File: src/rtl/mux_pkg.sv
// ---------------------------------------------------------------------------
// mux_pkg
// Shared types and constants for the 4x1 mux round-robin sequencer.
//   seq_state_t : sequencer FSM states (IDLE, SELECT, CAPTURE, OUTPUT)
//   S0..S3      : mux select codes for channels 0..3
//   NUM_CH      : number of request channels / mux inputs
//   nextPtr     : round-robin pointer advance (wraps 3 -> 0)
// ---------------------------------------------------------------------------
package mux_pkg;

   localparam int NUM_CH = 4;

   localparam logic [1:0] S0 = 2'b00;
   localparam logic [1:0] S1 = 2'b01;
   localparam logic [1:0] S2 = 2'b10;
   localparam logic [1:0] S3 = 2'b11;

   typedef enum logic [1:0] {
      IDLE    = 2'd0,
      SELECT  = 2'd1,
      CAPTURE = 2'd2,
      OUTPUT  = 2'd3
   } seq_state_t;

   // The channel just served drops to lowest priority; the 2-bit add wraps 3 -> 0.
   function automatic logic [1:0] nextPtr(input logic [1:0] sel);
      return sel + 2'd1;
   endfunction

endpackage

File: src/rtl/rr_pick4.sv
// ---------------------------------------------------------------------------
// rr_pick4
// Combinational 4-way arbiter pick.
// Config macro: MUX_SEQ_FIXED_PRIO_EN
//   undefined : round-robin, search starts at ptr_i and wraps modulo 4
//   defined   : fixed priority, channel 0 highest, ptr_i ignored
// Ports:
//   req_i    in  4  per-channel request
//   ptr_i    in  2  channel holding highest priority this round
//   winner_o out 2  selected channel (S0 when no request)
//   any_o    out 1  at least one request present
// ---------------------------------------------------------------------------
module rr_pick4
   import mux_pkg::*;
(
   input  logic [NUM_CH-1:0] req_i,
   input  logic [1:0]        ptr_i,
   output logic [1:0]        winner_o,
   output logic              any_o
);

`ifdef MUX_SEQ_FIXED_PRIO_EN
   // Scan from the lowest priority upward so the highest-priority requester
   // is the last one written and therefore wins.
   always_comb begin
      winner_o = S0;
      any_o    = |req_i;
      for (int i = NUM_CH - 1; i >= 0; i--) begin
         if (req_i[i]) winner_o = 2'(i);
      end
   end
`else
   logic [1:0] cand;

   // Same scan-and-overwrite trick, but over channel offsets from ptr_i: the
   // smallest offset (closest to ptr_i going upward, wrapping) wins.
   always_comb begin
      winner_o = S0;
      any_o    = |req_i;
      cand     = ptr_i;
      for (int i = NUM_CH - 1; i >= 0; i--) begin
         cand = ptr_i + 2'(i);
         if (req_i[cand]) winner_o = cand;
      end
   end
`endif

endmodule

File: src/rtl/mux4_rr_sequencer.sv
// ---------------------------------------------------------------------------
// mux4_rr_sequencer
// Control stage in front of an external 4x1 data mux. Arbitrates four request
// channels, drives the mux select, gives the mux one settle cycle, captures the
// muxed word and presents it downstream with a valid/ready handshake.
// Config macro: MUX_SEQ_FIXED_PRIO_EN (fixed priority, ch0 highest; pointer
// held at 0 and RST_PTR ignored). Default build is round-robin.
// Parameters:
//   DATA_W   width of the mux data / captured word
//   RST_PTR  channel with highest priority after reset
// Ports:
//   clk_i        in  1       clock, rising edge
//   rst_i        in  1       synchronous active-high reset
//   req_i        in  4       per-channel request
//   grant_o      out 4       one-hot pulse in the first OUTPUT cycle
//   Sel_o        out 2       registered mux select
//   mux_data_i   in  DATA_W  mux output fed back
//   out_data_o   out DATA_W  captured word
//   out_ch_o     out 2       channel the captured word came from
//   out_valid_o  out 1       out_data_o/out_ch_o valid
//   out_ready_i  in  1       downstream accept
// ---------------------------------------------------------------------------
module mux4_rr_sequencer
   import mux_pkg::*;
#(
   parameter int         DATA_W  = 4,
   parameter logic [1:0] RST_PTR = 2'd0
)
(
   input  logic              clk_i,
   input  logic              rst_i,
   input  logic [NUM_CH-1:0] req_i,
   output logic [NUM_CH-1:0] grant_o,
   output logic [1:0]        Sel_o,
   input  logic [DATA_W-1:0] mux_data_i,
   output logic [DATA_W-1:0] out_data_o,
   output logic [1:0]        out_ch_o,
   output logic              out_valid_o,
   input  logic              out_ready_i
);

`ifdef MUX_SEQ_FIXED_PRIO_EN
   localparam logic [1:0] PTR_INIT = 2'd0;
`else
   localparam logic [1:0] PTR_INIT = RST_PTR;
`endif

   seq_state_t        state_q, state_d;
   logic [1:0]        sel_q, sel_d;
   logic [1:0]        ptr_q, ptr_d;
   logic [NUM_CH-1:0] grant_q, grant_d;
   logic [DATA_W-1:0] outData_q, outData_d;
   logic [1:0]        outCh_q, outCh_d;
   logic              outValid_q, outValid_d;

   logic [1:0]        winner;
   logic              anyReq;

   rr_pick4 u_pick (
      .req_i    (req_i),
      .ptr_i    (ptr_q),
      .winner_o (winner),
      .any_o    (anyReq)
   );

   // State and output registers. Reset drops any in-flight or held word.
   always_ff @(posedge clk_i) begin
      if (rst_i) begin
         state_q    <= IDLE;
         sel_q      <= S0;
         ptr_q      <= PTR_INIT;
         grant_q    <= '0;
         outData_q  <= '0;
         outCh_q    <= S0;
         outValid_q <= 1'b0;
      end else begin
         state_q    <= state_d;
         sel_q      <= sel_d;
         ptr_q      <= ptr_d;
         grant_q    <= grant_d;
         outData_q  <= outData_d;
         outCh_q    <= outCh_d;
         outValid_q <= outValid_d;
      end
   end

   // Next-state logic. Sel only moves in IDLE, so it stays fixed from the
   // arbitration edge through capture and while the word waits downstream.
   // Grant defaults low so it is a single-cycle pulse after the capture edge.
   always_comb begin
      state_d    = state_q;
      sel_d      = sel_q;
      ptr_d      = ptr_q;
      grant_d    = '0;
      outData_d  = outData_q;
      outCh_d    = outCh_q;
      outValid_d = outValid_q;

      unique case (state_q)
         IDLE: begin
            if (anyReq) begin
               sel_d   = winner;
               state_d = SELECT;
            end
         end
         SELECT: begin
            state_d = CAPTURE;
         end
         CAPTURE: begin
            outData_d      = mux_data_i;
            outCh_d        = sel_q;
            outValid_d     = 1'b1;
            grant_d[sel_q] = 1'b1;
`ifndef MUX_SEQ_FIXED_PRIO_EN
            ptr_d          = nextPtr(sel_q);
`endif
            state_d        = OUTPUT;
         end
         OUTPUT: begin
            if (out_ready_i) begin
               outValid_d = 1'b0;
               state_d    = IDLE;
            end
         end
         default: begin
            state_d = IDLE;
         end
      endcase
   end

   assign grant_o     = grant_q;
   assign Sel_o       = sel_q;
   assign out_data_o  = outData_q;
   assign out_ch_o    = outCh_q;
   assign out_valid_o = outValid_q;

endmodule

File: config.mk
export PLATFORM = sky130hd
export DESIGN_NAME = mux4_rr_sequencer
export DESIGN_NICKNAME = d
export VERILOG_FILES = /design/src/rtl/mux_pkg.sv /design/src/rtl/rr_pick4.sv /design/src/rtl/mux4_rr_sequencer.sv
export SDC_FILE = /design/constraint.sdc
export NUM_CORES = 1
export LEC_CHECK = 0
export ABC_AREA = 1
export CORE_MARGIN = 1.5
export CORE_UTILIZATION = 46
export DETAILED_ROUTE_END_ITERATION = 6
export GPL_ROUTABILITY_DRIVEN = 0
export PLACE_DENSITY = 0.74
export SLEW_MARGIN = 20
export SYNTH_ARGS = -nofsm -noshare
export SYNTH_HDL_FRONTEND = slang
export SYNTH_SLANG_ARGS = --single-unit
File: constraint.sdc
create_clock -name clk_i -period 1.53 [get_ports clk_i]
set_input_delay 0.2295 -clock clk_i [delete_from_list [all_inputs] [get_ports clk_i]]
set_output_delay 0.2295 -clock clk_i [all_outputs]
set_load 0.02 [all_outputs]
Yosys cells after proc, flatten, opt, wreduce, memory -nomap -nowiden
Cells that the tools add are included.
{"block": "totals", "ff_bits": 17, "inputBits": 11, "out_inout_bits": 13, "word_cells": 50}
{"block": "classes", "n_addsub": 4, "magnitude_cmp": 6, "eq_ne": 5, "mux": 19, "bitwise_logic": 1, "reduce_logical": 8}
{"op": "$lt A2 B3 Y1 const B", "n": 5}
{"op": "$mux W2", "n": 6}
{"op": "$bmux W1 S2", "n": 4}
{"op": "$pmux W2 S4", "n": 1}
{"op": "$mux W1", "n": 6}
{"op": "$reduce_and A2 Y1", "n": 3}
{"op": "$add A2 B1 Y2 const B", "n": 2}
{"op": "$add A2 B2 Y2 const B", "n": 2}
{"op": "$eq A2 B2 Y1 const B", "n": 2}
{"op": "$ne A2 B2 Y1 const B", "n": 2}
{"op": "$reduce_or A4 Y1", "n": 1}
{"op": "$demux W1 S2", "n": 1}
{"op": "$eq A2 B1 Y1 const B", "n": 1}
{"op": "$ge A2 B1 Y1 const B", "n": 1}
{"op": "$logic_not A2 Y1", "n": 1}
{"op": "$pmux W1 S2", "n": 1}
{"op": "$reduce_bool A2 Y1", "n": 1}
{"op": "$reduce_or A2 Y1", "n": 1}
{"op": "$logic_and A1 B1 Y1", "n": 1}
{"op": "$not A1 Y1", "n": 1}

Logic depth before layout (Yosys ltp)
Gate-level depths: netlist (run 1).
{"block": "logic_depth", "word_depth": 7, "ltp_mapped": 12, "depth_no_buf": 12}

Modules after synthesis
Synthesis (run 1) repeated with hierarchy kept, for this count alone.
{"block": "unflattened", "cells_unflattened": 133, "area_unflattened_um2": 907.1}
{"mod": "mux4_rr_sequencer", "instances": 1, "cells_each": 87, "area_each_um2": 718.2, "seq_area_each_um2": 340.3}
{"mod": "rr_pick4", "instances": 1, "cells_each": 46, "area_each_um2": 188.9, "seq_area_each_um2": 0.0}

Worst setup path before layout (run 1)
Ideal clock, no wire load.
{"block": "synth_path", "kind": "register to register", "from": "register sel_q[0] (netlist: Sel_o[0])", "to": "register ptr_q[1]", "arrival_ns": 1.064, "required_time_ns": 1.406, "path_slack_ns": 0.341, "path_stages_with_launch": 5, "n_path_buf": 0, "path_cell_list": "dfxtp_1 > inv_1 > ha_1 > o21ai_0 > a21oi_1"}
{"block": "synth_via", "elab_chain_len": 1}
{"element": "start: declaration", "line_no": "mux4_rr_sequencer.sv:49", "rtl": "logic [1:0] sel_q, sel_d;"}
{"element": "start signal: assignment", "line_no": "mux4_rr_sequencer.sv:78", "rtl": "sel_q <= sel_d;"}
{"element": "$add A2 B1 Y2", "line_no": "mux_pkg.sv:27", "rtl": "return sel + 2'd1;"}
{"element": "end signal: assignment", "line_no": "mux4_rr_sequencer.sv:79", "rtl": "ptr_q <= ptr_d;"}
{"element": "end: declaration", "line_no": "mux4_rr_sequencer.sv:50", "rtl": "logic [1:0] ptr_q, ptr_d;"}
Every way passes these cells.
A chain may end at the register's enable or synchronous reset.

Worst setup path after layout (run 1)
{"block": "layout_path", "from": "register sel_q[1] (netlist: Sel_o[1])", "to": "output Sel_o[1]"}
{"element": "end: declaration", "line_no": "mux4_rr_sequencer.sv:34", "rtl": "output logic [1:0] Sel_o,"}
No word-level cell between the ends.

==> impl.org, run 1 <==
** CTS
- In this run the deepest clock path goes through 2 buffers.
- Clock-pin slew was measured on the worst setup and hold paths at 90 ps.
- Sinks on the clock net :: 17
- Post-CTS Setup Bufs :: 0
- H-tree levels :: 1
- Clock tree from TritonCTS :: yes
- PostCTS Resize Cnt :: 0
- The root buffer cell chosen for the clock tree is clkbuf_4.
- CTS Hold Bufs :: 0
- TritonCTS created 3 clock buffers.
- The later pin in the worst-skew pair is clocked with a latency of a little under 300 ps.

** Worst hold path
- Worst hold stages :: 2
- Worst Hold Path EP :: out_ch_o[0]$_SDFFE_PP0P_
- The worst hold path begins at out_ch_o[0]$_SDFFE_PP0P_.
- The min-delay analysis places its worst path in the category reg2reg.

** Floorplan
- After floorplanning, the core was divided into 15 placement rows.
- Overall die area :: about 0.0022 mm^2
- Starting density of the core :: ~50%
- Die boundary height :: 46.6 um
- For this design the top-level I/O count stands at 24.
- DIE WIDTH :: about 47 um
- The core region is ~0.0017 mm^2.

** Critical path
- Highest net fanout along the worst path :: 2
- The setup path with the least slack is of type reg2out.
- Counting both buffers and inverters, the worst setup path holds a total of 1.
- In this run the number of cells on the critical path is 1.
- Reg2reg start :: state_q[1]$_SDFFE_PP0P_
- Arrival @ worst endpoint :: between 1000 and 1500 ps
- Worst flop-to-flop path endpoint :: state_q[0]$_SDFFE_PP0P_
- For flop-to-flop paths, the worst setup slack is 180 ps.
- STA classifies the critical path endpoint as an output pin.
- Category of cells accounting for the largest share of critical-path delay :: buffers and inverters
- On the worst path, the slowest cell contributes a delay of between 600 and 700 ps.
- Critical path launch point type :: flop
- Endpoint required time on the critical path :: approximately 1300 ps
- The slowest stage of the critical path belongs to the cell clkdlybuf4s50_1.
- In this run the worst setup path begins at Sel_o[1]$_SDFFE_PP0P_.
- Counting cells, the worst reg-to-reg path comes to 6.
- The signal on the critical path passes through clkdlybuf4s50_1.

** STA
- Max-slew violation total from the final report :: 0
- Hold violation count in the final report :: 0
- Setup total negative slack :: 0 ps
- Crit path setup slack, layout :: between 50 and 60 ps
- Slew of the pin with the lowest slew margin :: 371 ps
- Number of setup violations in the final report :: 0
- Worst hold slack across all endpoints :: 474 ps
- Setup repair after global routing missed its margin :: no
- Min Clock Period, post-route :: about 1500 ps
- The clock arrives with about 1.3 ps of skew.
- Headroom to the max-slew limit came out at between 70% and 80%.
- Post-route fraction of the period consumed by the critical path :: ~96%
- Fmax :: ~680 MHz

** Final layout
- The finished cells cover ~0.0012 mm^2.
- The repair_antennas step left the layout with diodes totalling 0.
- Fin cells :: roughly 180
- Fraction of layout cells with a size suffix above 1 :: 7.05%
- Net count of the finished layout :: 176
- From synthesis to final layout, the design area changed by 36.0%.
- At the end of the flow the core is filled with cells to 68.0%.

** Global routing
- The number of global-route vias before repair was ~800.
- Global routing consumed, over all layers together, between 20% and 30% of the routing resources.
- The first global-routing pass estimated between 3 and 4 mm of wire.
- Remaining global-route overflow :: 0
- Number of antenna violations at the first check in global routing :: 0
- Pin count of the biggest net entering global routing :: 11

** Logic synthesis
- Summing every instance area after synthesis gives a little under 900 um^2.
- Sorting the synthesized cells by how often they occur yields nand2_1 (29), inv_1 (21), dfxtp_1 (17), nor2_1 (15), o21ai_0 (11).
- Number of register bits inferred by synthesis :: 17
- Count of flip-flops with a built-in enable after synthesis :: 0
- Yosys printed 0 warnings.
- Syn_area_per_cell :: 6.93 um^2
- Most numerous cell in the Yosys netlist :: nand2_1
- Fraction of post-synthesis cell area in the top cell type by area :: between 30% and 40%
- Number of different library cells in the post-synthesis netlist :: 18
- Fraction of synthesis flops using an asynchronous set or reset pin :: 0%
- Synthesis produced a netlist with a net count of roughly 150.
- By area the synthesized netlist is led by dfxtp_1 (39%), nand2_1 (12%), ha_1 (11%), inv_1 (9.0%), nor2_1 (6.4%).
- The share of the Yosys chip area taken by registers is around two fifths.
- The synthesized design spends more area on one cell type than any other, namely dfxtp_1.
- Counting every instance in the synthesized netlist gives around 130.
- Leading register cell type out of synthesis :: dfxtp_1

** Drt
- In the final routed layout, each cell accounts on average for between 10 and 15 um.
- The first routing iteration left 6 violations.
- In the routed design, unresolved DRC markers number 0.
- The routed layout has 876 vias.
- The detail route stage leaves a number of antenna-violating nets equal to 0.
- Number of detailed-route iterations in the first pass :: 4
- Via count normalized by instance count :: approximately 4.8
- Drt total wl :: 1.86 mm

** Placement
- Post-detailed-placement half-perimeter wirelength :: about 1.6 mm
- Counting tap cells, the placed design contains a total of between 150 and 200 instances.
- The placed instances occupy a cell area of 0.00116 mm^2.
- Quantity of I/O buffers inserted on ports :: 23
- Worst slack after detailed placement :: -103 ps

** Power and ir drop
- Total power divided by cell area :: roughly 1700 mW/mm^2
- Maximum resistive drop on vdd :: about 0.00096 V
- Pleak :: roughly 0.55 nW
- After layout, the design draws a total of about 2.0 mW.

** Status
- The run finished with clean final reports.

** Job
- Number of maximum-capacitance constraint violations :: 0
-- final cells by class --
cell class              instances  area (um^2)
flip-flops and latches         17          340
repair buffers                 27          260
multi-input cells              85          443
inverters                      23         86.3
well taps                      25         31.3
clock buffers                   4         26.3
fillers                       169          558
-- power by group --
part	internal (mW)	switching, mW	leakage (nW)
Clock	0.101	0.139	0.0150
Combinational	0.461	0.634	0.396
Sequential	0.575	0.0850	0.139
Total	1.14	0.858	0.550
-- routing by layer --
layer,vias to the layer above,GRT usage [%],part of all wire (%)
li1,453,-,-
met5,-,0,0
met4,0,6.86,0.70
met1,406,20.7,42
met2,15,38.3,54
met3,2,5.88,3.6
-- cell families after synthesis --
group	share of synthesized area, %
buffers and inverters	10.3
adders and majority gates	11.5
and+or+nand+nor	26.4
AOI/OAI and AO/OA	12.9
DFF	39.0
-- placed cells by master (no fill, tap or decap) --
master / n
a21oi_1: 7
clkbuf_4: 3
clkdlybuf4s50_1: 23
dfxtp_1: 17
nor3_1: 1
nand3_1: 7
inv_1: 21
clkinv_1: 1
nand2_2: 2
inv_2: 1
nand2_1: 29
a22oi_1: 1
nand2b_1: 1
clkbuf_1: 1
o21ai_0: 11
ha_1: 8
a31oi_1: 1
a21oi_2: 1
buf_4: 4
nor2_1: 15
nand4_1: 1
-- registers in the layout (all words and copies together) (netlist names) --
name         count
out_ch_o         2
out_valid_o      1
ptr_q            2
Sel_o            2
grant_o          4
out_data_o       4
state_q          2
-- worst max-delay path by stage --
stage / to / slack (ps)
after CTS: out_valid_o / 40
after detailed placement: Sel_o[0]$_SDFFE_PP0P_ / -100
after global routing: Sel_o[1] / 2
final: Sel_o[1] / 60
after floorplan: ptr_q[1]$_SDFFE_PP0P_ / 340
after global placement: Sel_o[0]$_SDFFE_PP0P_ / -20
(Power assumes the default switching activity.)
==> inputs of run 2 (changes only) <==
--- a/config.mk
+++ b/config.mk
@@ -7,10 +7,10 @@
 export LEC_CHECK = 0
 export ABC_AREA = 1
 export CORE_MARGIN = 1.5
-export CORE_UTILIZATION = 46
+export CORE_UTILIZATION = 42
 export DETAILED_ROUTE_END_ITERATION = 6
 export GPL_ROUTABILITY_DRIVEN = 0
-export PLACE_DENSITY = 0.74
+export PLACE_DENSITY = 0.71
 export SLEW_MARGIN = 20
 export SYNTH_ARGS = -nofsm -noshare
 export SYNTH_HDL_FRONTEND = slang
==> constraint.sdc (replaced) <==
create_clock -name clk_i -period 1.3 [get_ports clk_i]
set_input_delay 0.195 -clock clk_i [delete_from_list [all_inputs] [get_ports clk_i]]
set_output_delay 0.195 -clock clk_i [all_outputs]
set_load 0.02 [all_outputs]
==> run 2 against run 1 <==
  * Combinational power up 25%
  * Sequential cell count unchanged
  * First-iteration DRC count rose to 3.0 times the previous value
  * Critical path depth unchanged
  * Cell area up 7.2%
  * Clock skew up 1.4 ps
  * Sequential share of layout area down 1.4 points
  * Worst setup slack worse by 43 ps
  * Core utilization down 3.2 points
  * Register-to-register slack worse by 100 ps
  * Clock-buffer cell count down 1
  * Sequential power up 24%
==> impl.org, run 2 (synthesis results as in run 1) <==
** Critical path
- Arrival @ worst endpoint :: 1090 ps (-150 ps)
- The worst setup path is launched from a flop.
- Critical path, cell by cell :: dlygate4sd2_1
- Worst Setup Path Type :: reg2out
- The total stage count of the critical path came to 1 (unchanged).
- Critical path's largest stage delay :: 440 ps (-170 ps)
- Category of the worst setup path capture point :: output pin
- Critical path buffer and inverter count :: 1 (unchanged)
- The data required time at the worst endpoint came to 1110 ps (-190 ps).
- In this run the critical register-to-register path is captured at Sel_o[0]$_SDFFE_PP0P_.
- Reg2reg start :: ptr_q[0]$_SDFFE_PP0P_
- The register-to-register setup slack came to 80 ps (-100 ps).
- Capture point of the critical path :: Sel_o[0]
- The worst-path maximum fanout came to 5 (+3).
- The critical path starts at Sel_o[0]$_SDFFE_PP0P_.
- The worst reg2reg path depth was 11 (+5).
- Among all stages on the critical path, the largest delay is contributed by dfxtp_1.
- In this design, the largest share of critical-path delay is due to flip-flops.

** Drt
- DR WL/cell :: 10.1 um (-1.5%)
- Drt total wl :: 1.93 mm (+3.4%)
- The total via count after detailed routing came to 862 (-1.6%).
- The total iterations of the first detailed-routing run was 4 (unchanged).
- The number of vias per cell after detailed routing is 4.54 (-6.3%).
- The DRC violation count after routing came to 0 (unchanged).
- The residual antenna-violating net count after detailed routing is 0 (unchanged).
- The count of routing violations after the opening detailed-route iteration was 18 (+12).

** STA
- The summed negative setup slack over all endpoints came to 0 ps (unchanged).
- Clock Skew :: 2.70 ps (+1.36 ps)
- Slew of the pin with the lowest slew margin :: 268 ps (-103 ps)
- The worst hold margin is 476 ps (+1.60 ps).
- For this run, the top clock speed supported by timing is 777 MHz.
- Max-slew violation total from the final report :: 0 (unchanged)
- Slew HR :: 82.1% (+7.1 points)
- Post-route fraction of the period consumed by the critical path :: ~100%
- The total setup violations reported at the end of the flow was 0 (unchanged).
- The worst path setup slack after routing was 13.8 ps (-43.3 ps).
- Hold violation count in the final report :: 0 (unchanged)
- The smallest clock period supported by the final layout is computed as approximately 1300 ps.
- Setup repair after global routing could not meet its margin everywhere.

** Global routing
- The number of antenna violations at the first check in global routing came to 0 (unchanged).
- The aggregate global-route resource usage came to 16.1% (-4.2 points).
- Number of global-route vias before repair :: 752 (-5.1%)
- The residual overflow from global routing is 0 (unchanged).
- Pin count of the biggest net entering global routing :: 11 (unchanged)
- The first-pass GRT wire length was 3.11 mm (+1.1%).

** CTS
- Clock-pin slew reported for the worst setup and hold paths after clock tree synthesis :: 110 ps (+20 ps)
- The latest clock arrival within the worst-skew pair was 290 ps (about the same).
- TritonCTS Buffers :: 3 (unchanged)
- The tree is rooted in a clkbuf_4.
- The number of sinks driven by the clock tree was 17 (unchanged).
- TritonCTS built the clock tree.
- Number of buffers on the longest clock path :: 2 (unchanged)
- The H-tree depth is 1 (unchanged).

** Floorplan
- The I/O pin count is 24 (unchanged).
- Starting density of the core :: 44.5% (-5.5 points)
- Std cell rows :: 16 (+1)
- DIE WIDTH :: 48.6 um (+4.4%)
- Overall die area :: 0.00236 mm^2 (+8.9%)
- Die boundary height :: 48.6 um (+4.4%)
- Area of the placeable core :: 0.00196 mm^2 (+12%)

** Final layout
- Antenna cell count :: 0 (unchanged)
- Area growth syn-to-layout :: 45.7%
- Leaving out fill and tap cells, the most frequent cell in the layout is nand2_1.
- Utilization of the core after routing :: 64.9% (-3.2 points)
- Fillers :: 194 (+15%)
- Fraction of layout cells with a size suffix above 1 :: 19.0% (+12 points)
- The net total in the final layout is 183 (+4.0%).
- Leaving out fill and tap cells, the most frequent cells in the layout are nand2_1 (28), inv_1 (19), nor2_1 (15), dfxtp_1 (14), dlygate4sd2_1 (13).

** Power and ir drop
- The leakage dissipation was 0.652 nW (+19%).
- The worst vdd rail ir drop was 0.00105 V (+9.0%).
- The total power per unit cell area was 1960 mW/mm^2 (+16%).
- The overall power after layout is 2.49 mW (+25%).

** Worst hold path
- Worst hold path class :: reg2reg

** Job
- The count of maximum capacitance violations is 0 (unchanged).

** Status
- Status :: finished clean

** Placement
- The detailed placer's ending HPWL came to 1.48 mm (-4.5%).
- The total of buffers placed on input and output ports came to 23 (unchanged).
- The worst slack after detailed placement was -289 ps (-185 ps).
run 2: changes by cell type in the layout (fill, tap and decap cells not counted), sizes merged:
cell           previous run  this run
clkdlybuf4s50            23        10
dlygate4sd2               0        13
clkinvlp                  0         1
buf                       4        11
clkbuf                    4         3
run 2: area by class of cell:
class	count	area (um^2)	share of cell area [%]
inverter	23	92.6	7.28
multi-input combinational	85	475	37.4
clock inverter	1	5.00	0.393
tap	27	33.8	2.65
clock buffer	3	22.5	1.77
sequential	17	347	27.2
timing repair buffer	34	297	23.3
run 2: timing repair:
action / in CTS / in global routing
pin swaps: 0 / 0
endpoints found under the hold margin: 0 / 0
setup endpoints to repair: 17 / 6
gates resized for setup: 16 / 16
buffers inserted: 0 / 3
hold buffers: 0 / 0
run 2: per-layer routing:
layer	vias to the layer above	part of all wire [%]	global-route usage [%]
met4	0	0.94	2.86
met1	380	47	20.9
met2	15	48	28.1
met5	-	0	0
li1	465	-	-
met3	2	3.2	2.78
run 2: worst min path at each step:
stage                                        start                    endpoint  slack, ps  cells after the start
after floorplan                              rst_i       Sel_o[0]$_SDFFE_PP0P_        260                      1
after global placement    out_ch_o[0]$_SDFFE_PP0P_    out_ch_o[0]$_SDFFE_PP0P_        460                      2
after detailed placement  out_ch_o[0]$_SDFFE_PP0P_    out_ch_o[0]$_SDFFE_PP0P_        460                      2
after CTS                 out_ch_o[0]$_SDFFE_PP0P_    out_ch_o[0]$_SDFFE_PP0P_        470                      2
after global routing                 mux_data_i[2]  out_data_o[2]$_SDFFE_PP0P_        490                      3
final                     out_ch_o[0]$_SDFFE_PP0P_    out_ch_o[0]$_SDFFE_PP0P_        480                      2
run 2: report_power, final:
group / total, mW / internal, mW / leakage, nW / switching, mW
logic: 1.38 / 0.599 / 0.494 / 0.784
registers: 0.821 / 0.690 / 0.140 / 0.131
clock network: 0.286 / 0.114 / 0.0177 / 0.172
run 2: metrics by stage:
stage	std cells	cell area (um^2)
final	190	1270
after global routing	190	1270
after CTS	187	1210
after detailed placement	183	1190
after global placement	183	1190
after floorplan	126	873
